**config.mk**
```make
export PLATFORM = sky130hd
export DESIGN_NAME = alu_seq
export DESIGN_NICKNAME = d
export VERILOG_FILES = /design/src/rtl/alu_seq.sv
export SDC_FILE = /design/constraint.sdc
export NUM_CORES = 1
export LEC_CHECK = 0
export CORE_ASPECT_RATIO = 1.2
export CORE_MARGIN = 2
export CORE_UTILIZATION = 50
export DETAILED_ROUTE_END_ITERATION = 10
export PLACE_DENSITY = 0.7
export SYNTH_ARGS = -nofsm -noshare
export SYNTH_HDL_FRONTEND = slang
export SYNTH_SLANG_ARGS = --single-unit
```
**constraint.sdc**
```tcl
create_clock -name clk -period 10.7 [get_ports clk]
set_clock_uncertainty 0.1 [all_clocks]
set_input_delay 3.21 -clock clk [delete_from_list [all_inputs] [get_ports clk]]
set_output_delay 3.21 -clock clk [all_outputs]
set_load 0.01 [all_outputs]
```
**src/rtl/alu_seq.sv**
```systemverilog
`default_nettype none
// ============================================================================
//  Module      : alu_seq
//  Description : Handshaked execute-stage ALU. Single-cycle ops complete
//                with latency 1. MUL/MULHU use an iterative shift-add
//                multiplier. DIVU/REMU use an iterative restoring divider,
//                which is present only when the macro ALU_DIV_EN is defined.
//                Without ALU_DIV_EN, ctrl 1110/1111 are single-cycle and
//                return zero.
//  Revision    : 1.0 - initial release
// ============================================================================
module alu_seq #(
   parameter int WIDTH = 32,
   parameter int SHW   = $clog2(WIDTH)
) (
   input  logic             clk,
   input  logic             rst,
   input  logic             in_valid,
   output logic             in_ready,
   input  logic [WIDTH-1:0] op1,
   input  logic [WIDTH-1:0] op2,
   input  logic [3:0]       ctrl,
   output logic             out_valid,
   input  logic             out_ready,
   output logic [WIDTH-1:0] result,
   output logic             eq
);

   // Opcode encodings.
   localparam logic [3:0] OP_ADD   = 4'b0000;
   localparam logic [3:0] OP_SUB   = 4'b0001;
   localparam logic [3:0] OP_AND   = 4'b0010;
   localparam logic [3:0] OP_OR    = 4'b0011;
   localparam logic [3:0] OP_XOR   = 4'b0100;
   localparam logic [3:0] OP_EQ    = 4'b0101;
   localparam logic [3:0] OP_SLT   = 4'b0110;
   localparam logic [3:0] OP_SLTU  = 4'b0111;
   localparam logic [3:0] OP_SLL   = 4'b1000;
   localparam logic [3:0] OP_SRL   = 4'b1001;
   localparam logic [3:0] OP_SRA   = 4'b1010;

   // Iteration count: one step per cycle, counting WIDTH-1 down to 0.
   localparam logic [SHW-1:0] CNT_INIT = SHW'(WIDTH - 1);

   typedef enum logic [1:0] {
      IDLE = 2'd0,
      MUL  = 2'd1,
      DIV  = 2'd2,
      DONE = 2'd3
   } state_t;

   state_t               state;
   logic [SHW-1:0]       cnt;

   // Multiplier: accumulator holds {partial_high, remaining_multiplier}.
   logic [2*WIDTH-1:0]   acc;
   logic [WIDTH-1:0]     mcand;
   logic                 want_hi;
   logic [WIDTH:0]       mul_sum;
   logic [2*WIDTH-1:0]   mul_next;

`ifdef ALU_DIV_EN
   // Divider: partial remainder, dividend shifting into quotient, divisor.
   logic [WIDTH-1:0]     rem;
   logic [WIDTH-1:0]     quo;
   logic [WIDTH-1:0]     dvsr;
   logic                 want_rem;
   logic [WIDTH:0]       div_shift;
   logic [WIDTH:0]       div_diff;
   logic                 div_ok;
   logic [WIDTH-1:0]     rem_next;
   logic [WIDTH-1:0]     quo_next;
   logic                 is_div;
`endif

   logic                 accept;
   logic                 is_mul;
   logic [SHW-1:0]       shamt;
   logic [WIDTH-1:0]     sc_result;
   logic                 sc_eq;

   assign in_ready = (state == IDLE) && (!out_valid || out_ready);
   assign accept   = in_valid && in_ready;
   assign is_mul   = (ctrl[3:1] == 3'b110);
   assign shamt    = op2[SHW-1:0];

   // Single-cycle result; unsupported codes (and 1110/1111 when no divider) give 0.
   always_comb begin
      sc_result = '0;
      sc_eq     = 1'b0;
      case (ctrl)
         OP_ADD:  sc_result = op1 + op2;
         OP_SUB:  sc_result = op1 - op2;
         OP_AND:  sc_result = op1 & op2;
         OP_OR:   sc_result = op1 | op2;
         OP_XOR:  sc_result = op1 ^ op2;
         OP_EQ:   sc_eq     = (op1 == op2);
         OP_SLT:  sc_result = {{(WIDTH-1){1'b0}}, ($signed(op1) < $signed(op2))};
         OP_SLTU: sc_result = {{(WIDTH-1){1'b0}}, (op1 < op2)};
         OP_SLL:  sc_result = op1 << shamt;
         OP_SRL:  sc_result = op1 >> shamt;
         OP_SRA:  sc_result = WIDTH'($signed(op1) >>> shamt);
         default: sc_result = '0;
      endcase
   end

   // One shift-add step: add multiplicand when the current multiplier bit is set,
   // then shift the whole accumulator right, keeping the carry.
   always_comb begin
      mul_sum  = {1'b0, acc[2*WIDTH-1:WIDTH]} + (acc[0] ? {1'b0, mcand} : {(WIDTH+1){1'b0}});
      mul_next = {mul_sum, acc[WIDTH-1:1]};
   end

`ifdef ALU_DIV_EN
   assign is_div = (ctrl[3:1] == 3'b111);

   // One restoring step: shift in the next dividend bit and subtract the divisor
   // if it fits. A zero divisor always fits, giving all-ones quotient and
   // remainder equal to the dividend without special casing.
   always_comb begin
      div_shift = {rem, quo[WIDTH-1]};
      div_diff  = div_shift - {1'b0, dvsr};
      div_ok    = !div_diff[WIDTH];
      rem_next  = div_ok ? div_diff[WIDTH-1:0] : div_shift[WIDTH-1:0];
      quo_next  = {quo[WIDTH-2:0], div_ok};
   end
`endif

   // Control FSM with registered result, eq and out_valid.
   always_ff @(posedge clk or posedge rst) begin
      if (rst) begin
         state     <= IDLE;
         out_valid <= 1'b0;
         result    <= '0;
         eq        <= 1'b0;
         cnt       <= '0;
         acc       <= '0;
         mcand     <= '0;
         want_hi   <= 1'b0;
`ifdef ALU_DIV_EN
         rem       <= '0;
         quo       <= '0;
         dvsr      <= '0;
         want_rem  <= 1'b0;
`endif
      end else begin
         case (state)
            IDLE: begin
               if (accept) begin
                  if (is_mul) begin
                     state     <= MUL;
                     cnt       <= CNT_INIT;
                     acc       <= {{WIDTH{1'b0}}, op1};
                     mcand     <= op2;
                     want_hi   <= ctrl[0];
                     out_valid <= 1'b0;
                  end
`ifdef ALU_DIV_EN
                  else if (is_div) begin
                     state     <= DIV;
                     cnt       <= CNT_INIT;
                     rem       <= '0;
                     quo       <= op1;
                     dvsr      <= op2;
                     want_rem  <= ctrl[0];
                     out_valid <= 1'b0;
                  end
`endif
                  else begin
                     // Back-to-back single-cycle ops keep out_valid high.
                     result    <= sc_result;
                     eq        <= sc_eq;
                     out_valid <= 1'b1;
                  end
               end else if (out_valid && out_ready) begin
                  out_valid <= 1'b0;
               end
            end

            MUL: begin
               acc <= mul_next;
               cnt <= cnt - 1'b1;
               if (cnt == '0) begin
                  result    <= want_hi ? mul_next[2*WIDTH-1:WIDTH] : mul_next[WIDTH-1:0];
                  eq        <= 1'b0;
                  out_valid <= 1'b1;
                  state     <= DONE;
               end
            end

`ifdef ALU_DIV_EN
            DIV: begin
               rem <= rem_next;
               quo <= quo_next;
               cnt <= cnt - 1'b1;
               if (cnt == '0) begin
                  result    <= want_rem ? rem_next : quo_next;
                  eq        <= 1'b0;
                  out_valid <= 1'b1;
                  state     <= DONE;
               end
            end
`endif

            DONE: begin
               // Result waits here until the consumer takes it.
               if (out_ready) begin
                  out_valid <= 1'b0;
                  state     <= IDLE;
               end
            end

            default: state <= IDLE;
         endcase
      end
   end

endmodule
`default_nettype wire

```
# Yosys cells after proc, flatten, opt, wreduce, memory -nomap -nowiden
# Cells that the tools add are included.
[totals] register_bits=138 out_inout_bits=35 word_cells=84
[classes] n_addsub=4 magnitude_cmp=2 eq_ne=20 shifts=3 n_mux=29 bitwise_logic=3 reduce_logical=15
[op_table] op="32-bit one-hot mux with 10 select lines" count=1
[op_table] op="32-bit 2-to-1 mux" count=5
[op_table] op="64-bit 2-to-1 mux" count=2
[op_table] op="64-bit one-hot mux with 2 select lines" count=1
[op_table] op="32-bit < comparator" count=2
[op_table] op="32-bit one-hot mux with 2 select lines" count=1
[op_table] op="32-bit by 32-bit adder with 33-bit output" count=1
[op_table] op="32-bit adder" count=1
[op_table] op="32-bit AND" count=1
[op_table] op="32-bit equality test" count=1
[op_table] op="32-bit OR" count=1
[op_table] op="32-bit by 5-bit << shifter with 32-bit output" count=1
[op_table] op="32-bit by 5-bit right shift with 32-bit output" count=1
[op_table] op="32-bit by 5-bit >>> shifter with 32-bit output" count=1
[op_table] op="32-bit subtractor" count=1
[op_table] op="32-bit XOR" count=1
[op_table] op="4-bit by 3-bit equality test with 1-bit output (second input constant)" count=4
[op_table] op="4-bit equality test (second input constant)" count=3
[op_table] op="4-bit AND reduction" count=3
[op_table] op="5-bit 2-to-1 mux" count=2
[op_table] op="2-bit != test (second input constant)" count=5
[op_table] op="5-bit one-hot mux with 2 select lines" count=1
[op_table] op="1-bit 2-to-1 mux" count=9
[op_table] op="4-bit by 2-bit equality test with 1-bit output (second input constant)" count=2
[op_table] op="other kinds (19)" count=25

# Longest topological paths before layout
[logic_depth] depth_word=6 ltp_mapped=15

# Least setup slack after synthesis
# OpenSTA, ideal clock, no wires.
[synth_path] path_type="input -> output" from="input port out_ready" to="output port in_ready" arrival_ns=3.411 setup_slack_ns=3.979 stages=1 path_buffers=0 path_cell_list="o21a_1"
[synth_via] elab_chain_cells=2
[synth_lines] element="start, declared" line_no="24" rtl="input logic out_ready,"
[synth_lines] element="1-bit logical OR" line_no="82" rtl="assign in_ready = (state == IDLE) && (!out_valid || out_ready);"
[synth_lines] element="1-bit logical AND" line_no="82"
[synth_lines] element="end, declared" line_no="19" rtl="output logic in_ready,"
# No other way between the ends.

# Worst setup path in the final report
[layout_path] from="input port op2[4]" to="register result[30]"
[layout_via] elab_chain_cells=5 word_cells_on_any_way=9 cone_classes="add/sub (2); shift (3); mux (4)"
[layout_lines] element="start, declared" line_no="21" rtl="input logic [WIDTH-1:0] op2,"
[layout_lines] element="32-bit subtractor (tied with other cells)" line_no="93" rtl="OP_SUB: sc_result = op1 - op2;"
[layout_lines] element="32-bit one-hot mux with 10 select lines *" line_no="91" rtl="case (ctrl)"
[layout_lines] element="32-bit 2-to-1 mux *" line_no="150" rtl="if (is_mul) begin"
[layout_lines] element="32-bit 2-to-1 mux *" line_no="149" rtl="if (accept) begin"
[layout_lines] element="32-bit one-hot mux with 2 select lines *" line_no="147" rtl="case (state)"
[layout_lines] element="end signal, assigned" line_no="171" rtl="result <= sc_result;"
[layout_lines] element="end signal, assigned" line_no="184" rtl="result <= want_hi ? mul_next[2*WIDTH-1:WIDTH] : mul_next[WIDTH-1:0];"
[layout_lines] element="end, declared" line_no="25" rtl="output logic [WIDTH-1:0] result,"
# Every way passes the cells marked *; elsewhere a longest branch is shown, timed or not. The select of a mux whose other input is x is not followed.
# A chain may end at the register's enable or synchronous reset.

==> flow_summary.toml <==
[run_status]
status = "finished, final reports clean"

[synthesis]
synth_cell_types = 92
yosys_warnings = 0
ys_seq_elements = 138
synth_top_area_share_pct = 20.77
syn_avg_cell_area_sq_um = 7.775
synthTopCellsByArea = "dfrtp_1, ha_1, a21oi_1, mux2i_1, mux4_2"
yosys.area.top_type = "dfrtp_1"
async_reset_ff_share_pct = 100.0
syn_nets = 2351
seq_area_frac_synth_pct = 20.77
synth_area_sq_um = 16630
synth_flop_cell = "dfrtp_1"
synth_edf_count = 0
syn_inst = 2139

[job]
cap_violations = 0

[die]
start_util_pct = 50.43
die_w_microns = 170.5
rows = 73
io_pins = 107
core_area_sq_um = 32970
die_y_microns = 203.8
dieArea_sq_um = 34740

[setup_path]
required_ns = 10.91
path_depth = 14
ff2ff_path_depth = 14
critPathKind = "in -> reg"
worstReg2RegEnd = "result[29]"
cpPeakStageDelay_ns = 0.69
worst-r2r-setup-slack_ns = 6.40
crit_top_cell = "o21ai_0"
critPathLaunch = "op2[4]"
worstReg2RegStart = "acc[0]"
crit_chain = "clkdlybuf4s50_1, buf_4, clkinv_1, ha_1, nor3_1, o21ai_0, a31oi_1, o21ai_0, a21oi_1, a31oi_1, o21ai_0, a311oi_1, a211oi_1, o221ai_1"
cp.buffers_inverters = 3
crit_fanout = 44
critPathArrivalTime_ns = 8.13
cpLargestDelayFamily = "compound AO/OA/AOI/OAI gates"
cpMaxStageDelayCell = "clkinv_1"
cp-end-kind = "flop"
cp-start-kind = "input port"

[placed_design]
post-place-ws_ns = 2.536
gp_congestion = 1.042
numPortBuffers = 106
dpl_cell_area_sq_um = 17780
dp_cells = 2569
post-dp-hpwl_microns = 52770

[timing]
fin_ws_ns = 2.771
tightest_slew_ns = 1.176
fin_crit_ns = 7.929
finalSetupViolCount = 0
timing.fmax_ghz = 0.1261
rsz0062_at_grt = "false"
hold_viol_final = 0
relSlewSlack_pct = 21.63
finalMaxSlewViolations = 0
fin_tns_setup_ns = 0
finalCritPeriodShare_pct = 74.10

[clock_network]
clkLatencyLatePin_ns = 0.46
ctsLongestPathBuffers = 2
post_cts.repair.setup_buffers = 0
path_clk_slew_ns = 0.06
cts.sinks = 138
cts_tree = "built"
cts.repair.resized = 0
postCtsHoldBufs = 0
cts_buffers = 17
clock-root-buffer = "clkbuf_16"
cts.htree.levels = 4

[routing]
postRouteAntennaNets = 0
route.detailed.drc = 0
firstDrtPassIters = 7
wl_per_cell_microns = 26.99
routed_wl_microns = 70190
vias = 17576
met3WireLength_microns = 6067
routed.top_layer = "met5"
viasPerCell = 6.757
wl_met1_microns = 28240
route.met2.wl_microns = 32120
drt_iter0_drc = 1888

[layout]
stdcell_area_sq_um = 18350
antenna_cells = 0
final_cells = 2601
drive_gt1_share_pct = 7.857
final_nets = 2350
area_delta_synth_final_pct = 10.33
fin_util_pct = 55.64

[min_path]
hold_depth = 2
hold_end = "mcand[27]"
hp-start = "mcand[27]"
min_path_type = "reg -> reg"

[pwr]
vdd_ir_drop_max_v = 0.00009986
p_leak_nw = 8.037
powerDensity_nw_per_um2 = 198.3

[grt]
grt.total_usage_pct = 40.13
grt_max_degree = 75
antenna_found_initial = 1
overflow = 0
grt_pass1_vias = 16730
grt_pass1_wl_microns = 104400
-- registers in the layout (all words and copies together), names as in the netlist --
| register | cells |
|---|---|
| acc | 64 |
| mcand | 32 |
| result | 32 |
| cnt | 5 |
| state | 2 |
| eq | 1 |
| out_valid | 1 |
| want_hi | 1 |
-- metal layers --
metal / GRT usage [%] / vias to the layer above
met4: 20.09 / 2
met5: 0 / -
met1: 52.56 / 8512
met2: 64.07 / 1001
li1: - / 7859
met3: 6.520 / 202
-- layout by cell type (no fill, tap or decap), drive strengths merged, types with 10 or more instances in the layout --
cell / Yosys / routed
o211ai: 31 / 31
and3: 13 / 13
nor4: 11 / 11
xor2: 15 / 15
nor2: 219 / 219
a31oi: 37 / 37
a221oi: 30 / 30
mux2i: 92 / 92
o2111ai: 11 / 11
clkdlybuf4s50: 1 / 102
a2111oi: 10 / 10
dfrtp: 138 / 138
clkbuf: 113 / 20
inv: 109 / 112
a21oi: 195 / 195
nor3: 23 / 23
o22ai: 19 / 19
nand3: 32 / 32
a221o: 10 / 10
ha: 137 / 137
o31ai: 18 / 18
nand2: 240 / 240
nand2b: 16 / 16
buf: 50 / 43
mux4: 40 / 40
and2: 47 / 47
o21a: 10 / 10
nand4: 17 / 17
a22o: 28 / 28
o221ai: 17 / 17
xnor2: 26 / 26
a21o: 41 / 41
mux2: 19 / 19
a211oi: 28 / 28
o21bai: 18 / 18
o21ai: 173 / 173
-- how the worst max path moves through the flow --
stage / to / slack [ns]
floorplan: acc[0] / 3.69
global placement: result[27] / 2.71
detailed placement: result[30] / 2.54
CTS: in_ready / 2.95
global route: result[30] / 2.55
finish: result[30] / 2.77
-- logic make-up after synthesis --
logic type,after synthesis,share of synthesized area [%]
AO/OA/AOI/OAI,748,29.67
AND/OR/NAND/NOR,646,17.25
buffers and inverters,275,7.246
multiplexers,151,12.24
adder cells (fa/ha/maj),140,10.67
flip-flops,138,20.77
XOR/XNOR,41,2.159
-- worst register-to-register path: stages (launching register included) --
cell and delay, ns:
dfrtp_1 0.37, buf_4 0.23, and2_1 0.22, ha_1 0.21, fa_1 0.45, a21o_1 0.21
a221oi_2 0.41, a211oi_1 0.20, o211ai_2 0.35, o21ai_1 0.24, a31oi_1 0.31, a21o_1 0.20
xnor2_1 0.13, a221o_1 0.36, o22a_1 0.18
-- through the flow --
| step | total power [mW] | hold WS, ns |
|---|---|---|
| global route | 3.853 | 0.3972 |
| finish | 3.638 | 0.3753 |
| global placement | 2.961 | 0.3543 |
| detailed placement | 3.001 | 0.3632 |
| floorplan | 2.287 | 0.3418 |
| CTS | 3.599 | 0.3773 |
-- area by class of cell --
| type | instances | area [sq um] |
|---|---|---|
| Clock buffer | 20 | 456.7 |
| Clock inverter | 12 | 115.1 |
| Fill cell | 3171 | 14630 |
| Inverter | 110 | 417.9 |
| Multi-Input combinational cell | 1726 | 12010 |
| Sequential cell | 138 | 3453 |
| Tap cell | 450 | 563.0 |
| Timing Repair Buffer | 145 | 1336 |
-- where the power goes --
part	internal, mW	switching, mW
clock network	0.333	0.258
registers	0.762	0.197
logic	0.807	1.28
total	1.90	1.73
-- Yosys cell counts (18+ instances only) --
cell type and count:
o31ai_1 18, xnor2_1 26, a221oi_1 28, a21o_1 40, a211oi_1 26, a21oi_1 195
buf_2 26, nor3_1 23, clkbuf_1 109, mux2i_1 92, o211ai_1 30, ha_1 137
and2_1 44, o22ai_1 19, a31oi_1 36, mux2_2 19, nor2_1 219, nand3_1 32
o21bai_1 18, nand2_1 238, o21ai_0 168, dfrtp_1 138, mux4_2 40, a22o_1 28
inv_1 107
Power figures use the tool's default switching activity.
